===== config.mk =====
export PLATFORM = sky130hd
export DESIGN_NAME = pipeline_hazard_ctrl
export DESIGN_NICKNAME = d
export VERILOG_FILES = /design/src/rtl/pipeline_hazard_ctrl.sv
export SDC_FILE = /design/constraint.sdc
export NUM_CORES = 1
export LEC_CHECK = 0
export ABC_AREA = 1
export CORE_MARGIN = 5
export CORE_UTILIZATION = 40
export DETAILED_ROUTE_END_ITERATION = 6
export GPL_ROUTABILITY_DRIVEN = 0
export PLACE_DENSITY = 0.68
export SETUP_SLACK_MARGIN = 0.4
export SYNTH_ARGS = -nofsm -noshare
export SYNTH_HDL_FRONTEND = slang
export SYNTH_SLANG_ARGS = --single-unit

===== constraint.sdc =====
create_clock -name clk -period 5.6 [get_ports clk]
set_input_delay 1.12 -clock clk [delete_from_list [all_inputs] [get_ports clk]]
set_output_delay 1.12 -clock clk [all_outputs]
set_load 0.05 [all_outputs]

===== src/rtl/pipeline_hazard_ctrl.sv =====
// Stall/flush/forward sequencer for the 5-stage integer pipeline.
// Resolves load-use, redirect and data-memory-wait hazards and keeps performance counters.
module pipeline_hazard_ctrl #(
    parameter int CNT_W       = 16,
    parameter int TO_W        = 8,
    parameter int MEM_TIMEOUT = 200
) (
    input  logic             clk,
    input  logic             aclr,
    input  logic             sclr,
    input  logic [4:0]       rs1D,
    input  logic [4:0]       rs2D,
    input  logic             use_rs1D,
    input  logic             use_rs2D,
    input  logic [4:0]       rs1E,
    input  logic [4:0]       rs2E,
    input  logic [4:0]       rdE,
    input  logic             memreadE,
    input  logic             redirectE,
    input  logic [4:0]       rdM,
    input  logic             regwriteM,
    input  logic             dmem_reqM,
    input  logic             dmem_readyM,
    input  logic [4:0]       rdW,
    input  logic             regwriteW,
    output logic             stallF,
    output logic             stallD,
    output logic             stallE,
    output logic             stallM,
    output logic             flushD,
    output logic             flushE,
    output logic             flushW,
    output logic [1:0]       fwdAE,
    output logic [1:0]       fwdBE,
    output logic [CNT_W-1:0] stall_cnt,
    output logic [CNT_W-1:0] flush_cnt,
    output logic             mem_err
);

    localparam logic [1:0] BOOT    = 2'd0;
    localparam logic [1:0] RUN     = 2'd1;
    localparam logic [1:0] MEMWAIT = 2'd2;

    localparam logic [TO_W-1:0] TIMEOUT_VAL = TO_W'(MEM_TIMEOUT);

    logic [1:0]      state;
    logic [1:0]      next_state;
    logic [TO_W-1:0] wait_cnt;
    logic            lu;
    logic            mw;
    logic            run_eval;
    logic            go_wait;
    logic            wait_inc;
    logic            timeout;
    logic            redir_flush;

    function automatic logic [1:0] fwd_sel(input logic [4:0] rs);
        if (regwriteM && rdM != 5'd0 && rdM == rs)
            return 2'b10;
        else if (regwriteW && rdW != 5'd0 && rdW == rs)
            return 2'b01;
        else
            return 2'b00;
    endfunction

    function automatic logic [CNT_W-1:0] sat_inc(input logic [CNT_W-1:0] v);
        return (&v) ? v : v + 1'b1;
    endfunction

    assign fwdAE = fwd_sel(rs1E);
    assign fwdBE = fwd_sel(rs2E);

    assign lu = memreadE && rdE != 5'd0 &&
                ((use_rs1D && rdE == rs1D) || (use_rs2D && rdE == rs2D));
    assign mw = dmem_reqM && !dmem_readyM;

    always_comb begin
        stallF      = 1'b0;
        stallD      = 1'b0;
        stallE      = 1'b0;
        stallM      = 1'b0;
        flushD      = 1'b0;
        flushE      = 1'b0;
        flushW      = 1'b0;
        next_state  = state;
        run_eval    = 1'b0;
        go_wait     = 1'b0;
        wait_inc    = 1'b0;
        timeout     = 1'b0;
        redir_flush = 1'b0;
        case (state)
            BOOT: begin
                stallF     = 1'b1;
                flushD     = 1'b1;
                flushE     = 1'b1;
                flushW     = 1'b1;
                next_state = RUN;
            end
            RUN: run_eval = 1'b1;
            MEMWAIT: begin
                // A dropped request counts as completion, so only mw keeps us waiting.
                if (mw) begin
                    if (wait_cnt == TIMEOUT_VAL) begin
                        timeout    = 1'b1;
                        flushW     = 1'b1;
                        next_state = RUN;
                    end else begin
                        stallF   = 1'b1;
                        stallD   = 1'b1;
                        stallE   = 1'b1;
                        stallM   = 1'b1;
                        flushW   = 1'b1;
                        wait_inc = 1'b1;
                    end
                end else begin
                    run_eval   = 1'b1;
                    next_state = RUN;
                end
            end
            default: next_state = BOOT;
        endcase

        if (run_eval) begin
            if (mw) begin
                stallF     = 1'b1;
                stallD     = 1'b1;
                stallE     = 1'b1;
                stallM     = 1'b1;
                flushW     = 1'b1;
                go_wait    = 1'b1;
                next_state = MEMWAIT;
            end else if (redirectE) begin
                flushD      = 1'b1;
                flushE      = 1'b1;
                redir_flush = 1'b1;
            end else if (lu) begin
                stallF = 1'b1;
                stallD = 1'b1;
                flushE = 1'b1;
            end
        end
    end

    always_ff @(posedge clk or negedge aclr) begin
        if (!aclr) begin
            state     <= BOOT;
            wait_cnt  <= '0;
            stall_cnt <= '0;
            flush_cnt <= '0;
            mem_err   <= 1'b0;
        end else if (sclr) begin
            state     <= BOOT;
            wait_cnt  <= '0;
            stall_cnt <= '0;
            flush_cnt <= '0;
            mem_err   <= 1'b0;
        end else begin
            state <= next_state;
            if (go_wait)
                wait_cnt <= TO_W'(1);
            else if (wait_inc)
                wait_cnt <= wait_cnt + 1'b1;
            if (stallF && state != BOOT)
                stall_cnt <= sat_inc(stall_cnt);
            if (redir_flush)
                flush_cnt <= sat_inc(flush_cnt);
            if (timeout)
                mem_err <= 1'b1;
        end
    end

endmodule


==> results.yml, run 1 <==
setup_path:
  crit_start: "dmem_readyM"
  worst-endpoint-arrival_ps: 3380
  r2r-start: "stall_cnt[0]"
  worstSetupPathType: "input pin to output port"
  critPathMaxStageDelay_ps: 850
  cp_max_fo: 18
  cp_slowest_cell: "clkdlybuf4s50_1"
  critPathLaunchType: "input pin"
  path_cells: "clkdlybuf4s50_1 > inv_2 > nand2_2 > nand2_1 > nand2_1 > nand4_2 > nand2_4 > nor2_4 > nand2_4 > clkdlybuf4s50_1"
  worstSetupEndpointType: "output port"
  required_ps: 4480
yosys:
  syn_area_um2: 3427
  synth_cell_types: 37
  synth-edff-count: 0
  yosys-top-cells-area: "dfrtp_1, nand2_1, xor2_1"
  synth.top_cell.area_share_pct: 31.40
  synth_largest_area_cell: "dfrtp_1"
  yosys_warnings: 0
  ys_ff_latch: 43
  avgSynthCellArea_um2: 7.185
  synth-main-ff-cell: "dfrtp_1"
  syn-instance-count: 477
  synth_fp_nets: 532
  async_reset_ff_share_pct: 100.0
  synth_seq_area_share_pct: 31.40
cts:
  path_clk_slew_ps: 80
  htree_levels: 2
  cts_hold_buf: 0
  root_buffer: "clkbuf_8"
  cts_tree: "yes"
  cts_setup_buffers: 0
  cts_buffer_depth: 2
  clock-sinks: 43
  clk_latency_ps: 290
  cts_buffers: 5
  cts_resized: 0
drt:
  vias_per_cell: 4.990
  wl_um: 8859
  wl_per_cell_um: 13.28
  via_count: 3328
  drt_iter0_drc: 124
  antenna_left: 0
  drc: 0
  first_pass_iters: 4
timing:
  fin_skew_ps: 7.138
  fmax_mhz: 222.3
  finalCritPeriodShare_pct: 80.32
  setup_viol: 0
  timing.final.hold_violations: 0
  min_period_ps: 4498
  grt_setup_unrepaired: "false"
  worst_slew_pin_slew_ps: 974.8
  drv_slew: 0
  relSlewSlack_pct: 35.01
  setup_tns_ps: 0
die:
  die-area_um2: 10520
  die_w_um: 102.6
  start_util_pct: 41.29
  row_count: 33
  die_y_um: 102.6
  coreArea_um2: 8299
  io_pins: 90
flow_run:
  maxCapViolations: 0
power_and_ir_drop:
  power_frac_seq_pct: 43.8
  p_comb_share_pct: 24.6
  peakVddDrop_mv: 0.1100
  p_clk_share_pct: 31.5
  p_leak_nw: 2.015
  swShare_pct: 30.12
  p_switching_w: 0.0002229
  p_int_w: 0.0005171
  power_density_nw_per_um2: 165.4
min_path:
  min_path_type: "flip-flop to flip-flop"
  worstHoldStart: "mem_err"
cells_and_area:
  syn_to_final_growth_pct: 30.56
  diodes: 0
  num-nets-final: 617
  drive_above_1_share_pct: 7.829
  fin_util_pct: 53.91
grt:
  antenna_found_initial: 0
  grt_overflow: 0
  grt_pass1_wl_um: 14700
  grtUsageTotal_pct: 17.00
  grt_max_degree: 47
  grt_pass1_vias: 3241
placement:
  hpwl_um: 6833
  port_buffers: 89
outcome:
  status: "complete, no violations"
## synthesized netlist by cell type (all sizes together), types with 5 or more instances
| cell type | instances |
|---|---|
| nor3 | 18 |
| dfrtp | 43 |
| nor2 | 44 |
| xnor2 | 14 |
| xor2 | 30 |
| o21ai | 20 |
| nand4 | 32 |
| o31ai | 5 |
| buf | 9 |
| inv | 66 |
| a21oi | 8 |
| nand2 | 120 |
| nand3 | 46 |
| ha | 9 |
## critical path, delay by kind of cell
| kind | cells | cell delay (ps) |
|---|---|---|
| buf+inv | 3 | 1370 |
| simple gates | 7 | 890 |
## stage by stage
stage	worst slack [ps]	std cells	power (W)	hold WS, ps	instance area (um^2)
3_3_place_gp	1163	660	0.0005110	511.2	4372
4_1_cts	1091	667	0.0007502	530.2	4474
2_1_floorplan	1433	477	0.0004387	512.8	3427
5_1_grt	950.3	667	0.0007777	568.6	4474
3_5_place_dp	1104	660	0.0005131	519.6	4372
6_report	1102	667	0.0007400	521.2	4474
## per-layer routing
metal	share of wire, %	global-route usage, %	wire (um)	vias up
met5	0	0	0	-
met3	5.4	3.045	474	6
met4	0.75	3.027	66	0
met2	47	29.89	4206	73
met1	46	22.09	4111	1522
li1	-	-	-	1727
## area by class of cell
type                       count  area [um^2]
fill                         787         3825
multi-input combinational    356         2027
sequential                    43         1076
timing repair buffer          89        885.9
inverter                      67        251.5
tap                          105        131.4
clock buffer                   6        72.57
clock inverter                 1        30.03
## placed cells by master, fill, tap and decap left out, types with 3 or more instances in the layout
cell type	synthesis	layout
a21oi_1	7	7
inv_1	54	54
o21ai_1	7	7
nand3_2	11	11
nand4_1	30	30
dfrtp_1	43	43
clkdlybuf4s50_1	0	88
xor2_1	30	30
nand3_1	35	35
inv_2	12	12
o21ai_0	12	12
o31ai_1	5	5
clkbuf_8	0	5
nand2_1	115	115
xnor2_1	14	14
nor2_1	43	43
nor3_1	17	17
ha_1	9	9
nand2_4	3	3
## worst paths after layout
| path | cells after the start | slack [ps] | to |
|---|---|---|---|
| worst max-delay path | 10 | 1100 | stallF |
| worst min-delay path | 2 | 520 | mem_err |
| worst max register to register | 8 | 3480 | stall_cnt[0] |
| worst min register to register | 2 | 520 | mem_err |
| max in group asynchronous | 1 | 4010 | flush_cnt[5] |
| min in group asynchronous | 1 | 980 | stall_cnt[9] |
## sequential cells by signal (all words and copies together), names as in the netlist
register / count
flush_cnt: 16
wait_cnt: 8
mem_err: 1
stall_cnt: 16
state: 2
## power by group through the flow
stage / combinational, W / sequential (W) / clock (W)
floorplan: 0.0000946 / 0.000344 / 0
global placement: 0.000181 / 0.000330 / 0
detailed placement: 0.000183 / 0.000330 / 0
CTS: 0.000184 / 0.000324 / 0.000242
global route: 0.000199 / 0.000325 / 0.000254
finish: 0.000182 / 0.000324 / 0.000233
## kinds of logic (layout without fill, tap and decap cells)
group           after synthesis  in the layout  share of synthesized area, %
compound gates               37             37                         7.156
xor+xnor                     44             44                         11.24
fa+ha+maj                     9              9                         3.286
buf+inv                      78            163                         9.456
flops                        43             43                         31.40
simple gates                266            266                         37.46
No activity file was read; power rests on OpenSTA's default activity.
==> inputs of run 2 (changes only) <==
==> constraint.sdc (replaced) <==
create_clock -name clk -period 4.62 [get_ports clk]
set_input_delay 0.924 -clock clk [delete_from_list [all_inputs] [get_ports clk]]
set_output_delay 0.924 -clock clk [all_outputs]
set_load 0.05 [all_outputs]
==> results.yml, run 2 (synthesis gave the netlist of run 1 again) <==
timing:
  setup_viol: 0
  grt_setup_unrepaired: "false"
  worst_slew_pin_slew_ps: 963.2
  drv_slew: 0
  min_period_ps: 4029
  setup_tns_ps: 0
  relSlewSlack_pct: 35.78
  fmax_mhz: 248.2
  whs_ps: 528.1
  timing.final.hold_violations: 0
  finalCritPeriodShare_pct: 87.21
  fin_skew_ps: 7.052
flow_run:
  maxCapViolations: 0
die:
  io_pins: 90
  start_util_pct: 41.29
  coreArea_um2: 8299
  die_w_um: 102.6
  die-area_um2: 10520
  row_count: 33
  die_y_um: 102.6
cells_and_area:
  drive_above_1_share_pct: 7.993
  layout_commonest_cell: "nand2_1"
  fillers: 796
  syn_to_final_growth_pct: 30.85
  num-nets-final: 618
  final_cell_mix: "nand2_1, clkdlybuf4s50_1, inv_1"
  reg_top3: "flush_cnt: 16 flops, stall_cnt: 16 flops, wait_cnt: 8 flops"
  multi_input_area_um2: 2027
  diodes: 0
  area.sequential_um2: 1076
  stdcell_count: 668
power_and_ir_drop:
  peakVddDrop_mv: 0.1488
  power_density_nw_per_um2: 200.1
  finalPower_w: 0.0008972
  p_leak_nw: 2.027
setup_path:
  cp_max_fo: 5
  worstSetupEndpointType: "output port"
  required_ps: 3700
  critPathLaunchType: "input pin"
  worst-endpoint-arrival_ps: 3110
  worstSetupPathType: "input pin to output port"
cts:
  cts_tree: "yes"
  cts_buffers: 5
  cts_buffer_depth: 2
  path_clk_slew_ps: 80
  htree_levels: 2
  root_buffer: "clkbuf_8"
  clock-sinks: 43
  cts_hold_buf: 0
  clk_latency_ps: 290
drt:
  wl_per_cell_um: 13.32
  via_count: 3320
  first_pass_iters: 4
  antenna_left: 0
  drt_iter0_drc: 123
  vias_per_cell: 4.970
  drc: 0
  wl_um: 8897
min_path:
  min_path_type: "flip-flop to flip-flop"
grt:
  grt_overflow: 0
  grt_pass1_vias: 3217
  grtUsageTotal_pct: 17.26
  grt_pass1_wl_um: 14770
  antenna_found_initial: 0
  grt_max_degree: 46
outcome:
  status: "complete, no violations"
placement:
  hpwl_um: 6852
  port_buffers: 89
  placed_cells: 661
-- run 2: routing by layer --
| layer | part of all wire (%) | vias to the layer above | GRT usage [%] |
|---|---|---|---|
| li1 | - | 1720 | - |
| met1 | 47 | 1528 | 22.73 |
| met2 | 48 | 70 | 29.64 |
| met3 | 4.8 | 2 | 3.045 |
| met4 | 0.46 | 0 | 3.835 |
| met5 | 0 | - | 0 |
-- run 2: critical path, stage by stage --
cell and delay [ps]:
clkdlybuf4s50_1 470, inv_2 50, nand2_2 90, nand2_1 60, nand2_1 100, nand2_1 90, nor2_1 320, inv_1 100
nand3_1 90, clkdlybuf4s50_1 810
-- run 2: timing repair --
item / in CTS / in global routing
resized for setup: 0 / 1
endpoints found under the setup margin: 0 / 1
buffers inserted: 0 / 0
hold endpoints to repair: 0 / 0
-- run 2: cell type report --
| cell class | count | area share [%] |
|---|---|---|
| clock buffer | 6 | 1.618 |
| clock inverter | 1 | 0.6696 |
| inverter | 67 | 5.608 |
| multi-input combinational | 356 | 45.20 |
| sequential | 43 | 24.00 |
| tap | 105 | 2.930 |
| timing repair buffer | 90 | 19.98 |
-- run 2: where the power goes --
part	total [W]	internal [W]	switching [W]
sequential	0.000393	0.000383	0.0000102
combinational	0.000222	0.0000860	0.000136
clock	0.000282	0.000159	0.000124
total	0.000897	0.000627	0.000270
-- run 2: per-stage QoR --
step           worst slack, ps  instance area [um^2]  utilization [%]
3_3_place_gp             574.9                  4379            52.77
3_5_place_dp             517.1                  4379            52.77
2_1_floorplan            844.8                  3427                -
5_1_grt                  435.4                  4484            54.03
4_1_cts                  504.9                  4482            54.00
6_report                 590.8                  4484            54.03
-- run 2: path summary, 6_finish.rpt --
path | startpoint | endpoint | slack (ps) | cells after the start
setup / recovery | dmem_readyM | flushE | 590 | 10
hold / removal | mem_err | mem_err | 530 | 2
setup reg to reg | stall_cnt[0] | stall_cnt[1] | 2470 | 8
hold reg to reg | mem_err | mem_err | 530 | 2
max in group asynchronous | aclr | flush_cnt[5] | 3240 | 1
min in group asynchronous | aclr | stall_cnt[4] | 780 | 1
==> inputs of run 3 (changes only) <==
--- a/config.mk
+++ b/config.mk
@@ -7,10 +7,10 @@
 export LEC_CHECK = 0
 export ABC_AREA = 1
 export CORE_MARGIN = 5
-export CORE_UTILIZATION = 40
+export CORE_UTILIZATION = 50
 export DETAILED_ROUTE_END_ITERATION = 6
 export GPL_ROUTABILITY_DRIVEN = 0
-export PLACE_DENSITY = 0.68
+export PLACE_DENSITY = 0.82
 export SETUP_SLACK_MARGIN = 0.4
 export SYNTH_ARGS = -nofsm -noshare
 export SYNTH_HDL_FRONTEND = slang
==> results.yml, run 3 (synthesis gave the netlist of run 1 again) <==
outcome:
  status: "complete, no violations"
grt:
  antenna_found_initial: 0
  grtUsageTotal_pct: 20.91
  grt_pass1_wl_um: 14870
  grt_max_degree: 46
  use_met1_pct: 26.45
  grt_use_met2_pct: 35.21
  grt_use_met3_pct: 4.224
  top_usage_layer: "met2"
  grt_overflow: 0
  grt_pass1_vias: 3357
cts:
  clock-sinks: 43
  htree_levels: 2
  cts_setup_buffers: 0
  clk_latency_ps: 290
  path_clk_slew_ps: 80
  cts_buffer_depth: 2
  cts_tree: "yes"
  cts_buffers: 5
  root_buffer: "clkbuf_8"
placement:
  hpwl_um: 6679
  port_buffers: 89
  place_ws_ps: 532.4
  place_area_um2: 4348
cells_and_area:
  design_area_um2: 4451
  area.sequential_um2: 1076
  fillers: 596
  drive_above_1_share_pct: 8.156
  num-nets-final: 618
  reg_top3: "flush_cnt: 16 flops, stall_cnt: 16 flops, wait_cnt: 8 flops"
  layout_commonest_cell: "nand2_1"
  diodes: 0
  syn_to_final_growth_pct: 29.86
  final_cell_mix: "nand2_1, clkdlybuf4s50_1, inv_1"
  multi_input_area_um2: 2027
drt:
  first_pass_iters: 5
  vias_per_cell: 5.365
  drc: 0
  antenna_left: 0
  via_count: 3455
  wl_per_cell_um: 13.74
  drt_iter0_drc: 164
  wl_um: 8850
setup_path:
  reg2regPathDepth: 8
  worst-endpoint-arrival_ps: 3100
  worstSetupPathType: "input pin to output port"
  worstSetupEndpointType: "output port"
  critPathLaunchType: "input pin"
  required_ps: 3700
  cp_max_fo: 5
min_path:
  min_path_type: "flip-flop to flip-flop"
  hold_depth: 2
timing:
  setup_tns_ps: 0
  drv_slew: 0
  min_period_ps: 4021
  grt_setup_unrepaired: "false"
  whs_ps: 523.7
  fmax_mhz: 248.7
  setup_viol: 0
  relSlewSlack_pct: 35.02
  worst_slew_pin_slew_ps: 974.7
  timing.final.hold_violations: 0
  fin_skew_ps: 5.551
  fin_ws_ps: 598.5
  finalCritPeriodShare_pct: 87.04
die:
  die_w_um: 92.79
  row_count: 30
  die-area_um2: 8610
  io_pins: 90
  coreArea_um2: 6719
  die_y_um: 92.79
  start_util_pct: 51.01
power_and_ir_drop:
  power_density_nw_per_um2: 196.5
  finalPower_w: 0.0008745
  peakVddDrop_mv: 0.1486
  p_leak_nw: 2.027
flow_run:
  maxCapViolations: 0
-- run 3: changes by cell type in the layout (fill, tap and decap cells not counted) --
cell / previous run / this run
bufinv_16: 1 / 0
clkbuf_8: 5 / 7
-- run 3: cell type report --
class                   instances  area share [%]
well taps                      80           2.249
flip-flops and latches         43           24.18
inverters                      67           5.651
repair buffers                 90           20.13
clock buffers                   8           2.249
multi-input cells             356           45.54
-- run 3: critical path, cell delays in order --
cell and delay [ps]:
clkdlybuf4s50_1 470, inv_2 50, nand2_2 90, nand2_1 60, nand2_1 110, nand2_1 80, nor2_1 300, inv_1 100
nand3_1 110, clkdlybuf4s50_1 810
-- run 3: final timing paths --
path,start,end,slack (ps)
max,dmem_readyM,flushE,600
min,mem_err,mem_err,520
max reg2reg,stall_cnt[0],stall_cnt[0],2530
min reg2reg,mem_err,mem_err,520
max in group asynchronous,aclr,wait_cnt[3],3230
min in group asynchronous,aclr,stall_cnt[4],780
-- run 3: repair_timing --
item / CTS / global route
setup endpoints to repair: 0 / 1
hold endpoints to repair: 0 / 0
hold buffers: 0 / 0
resized for setup: 0 / 1
-- run 3: layer usage --
layer  part of all wire (%)  up-vias  wire (um)
li1                       -     1721          -
met1                     44     1613       3922
met2                     48      106       4275
met3                    5.8       15        513
met4                    1.6        0        138
met5                      0        -          0
-- run 3: power by group --
| group | internal, W | total (W) | switching, W |
|---|---|---|---|
| Clock | 0.000136 | 0.000260 | 0.000123 |
| Combinational | 0.0000861 | 0.000222 | 0.000136 |
| Sequential | 0.000383 | 0.000393 | 0.0000102 |
-- run 3: per-stage QoR --
step | util [%] | cells
2_1_floorplan | - | 477
5_1_grt | 66.24 | 644
3_3_place_gp | 64.71 | 636
4_1_cts | 66.20 | 644
6_report | 66.24 | 644
3_5_place_dp | 64.71 | 636
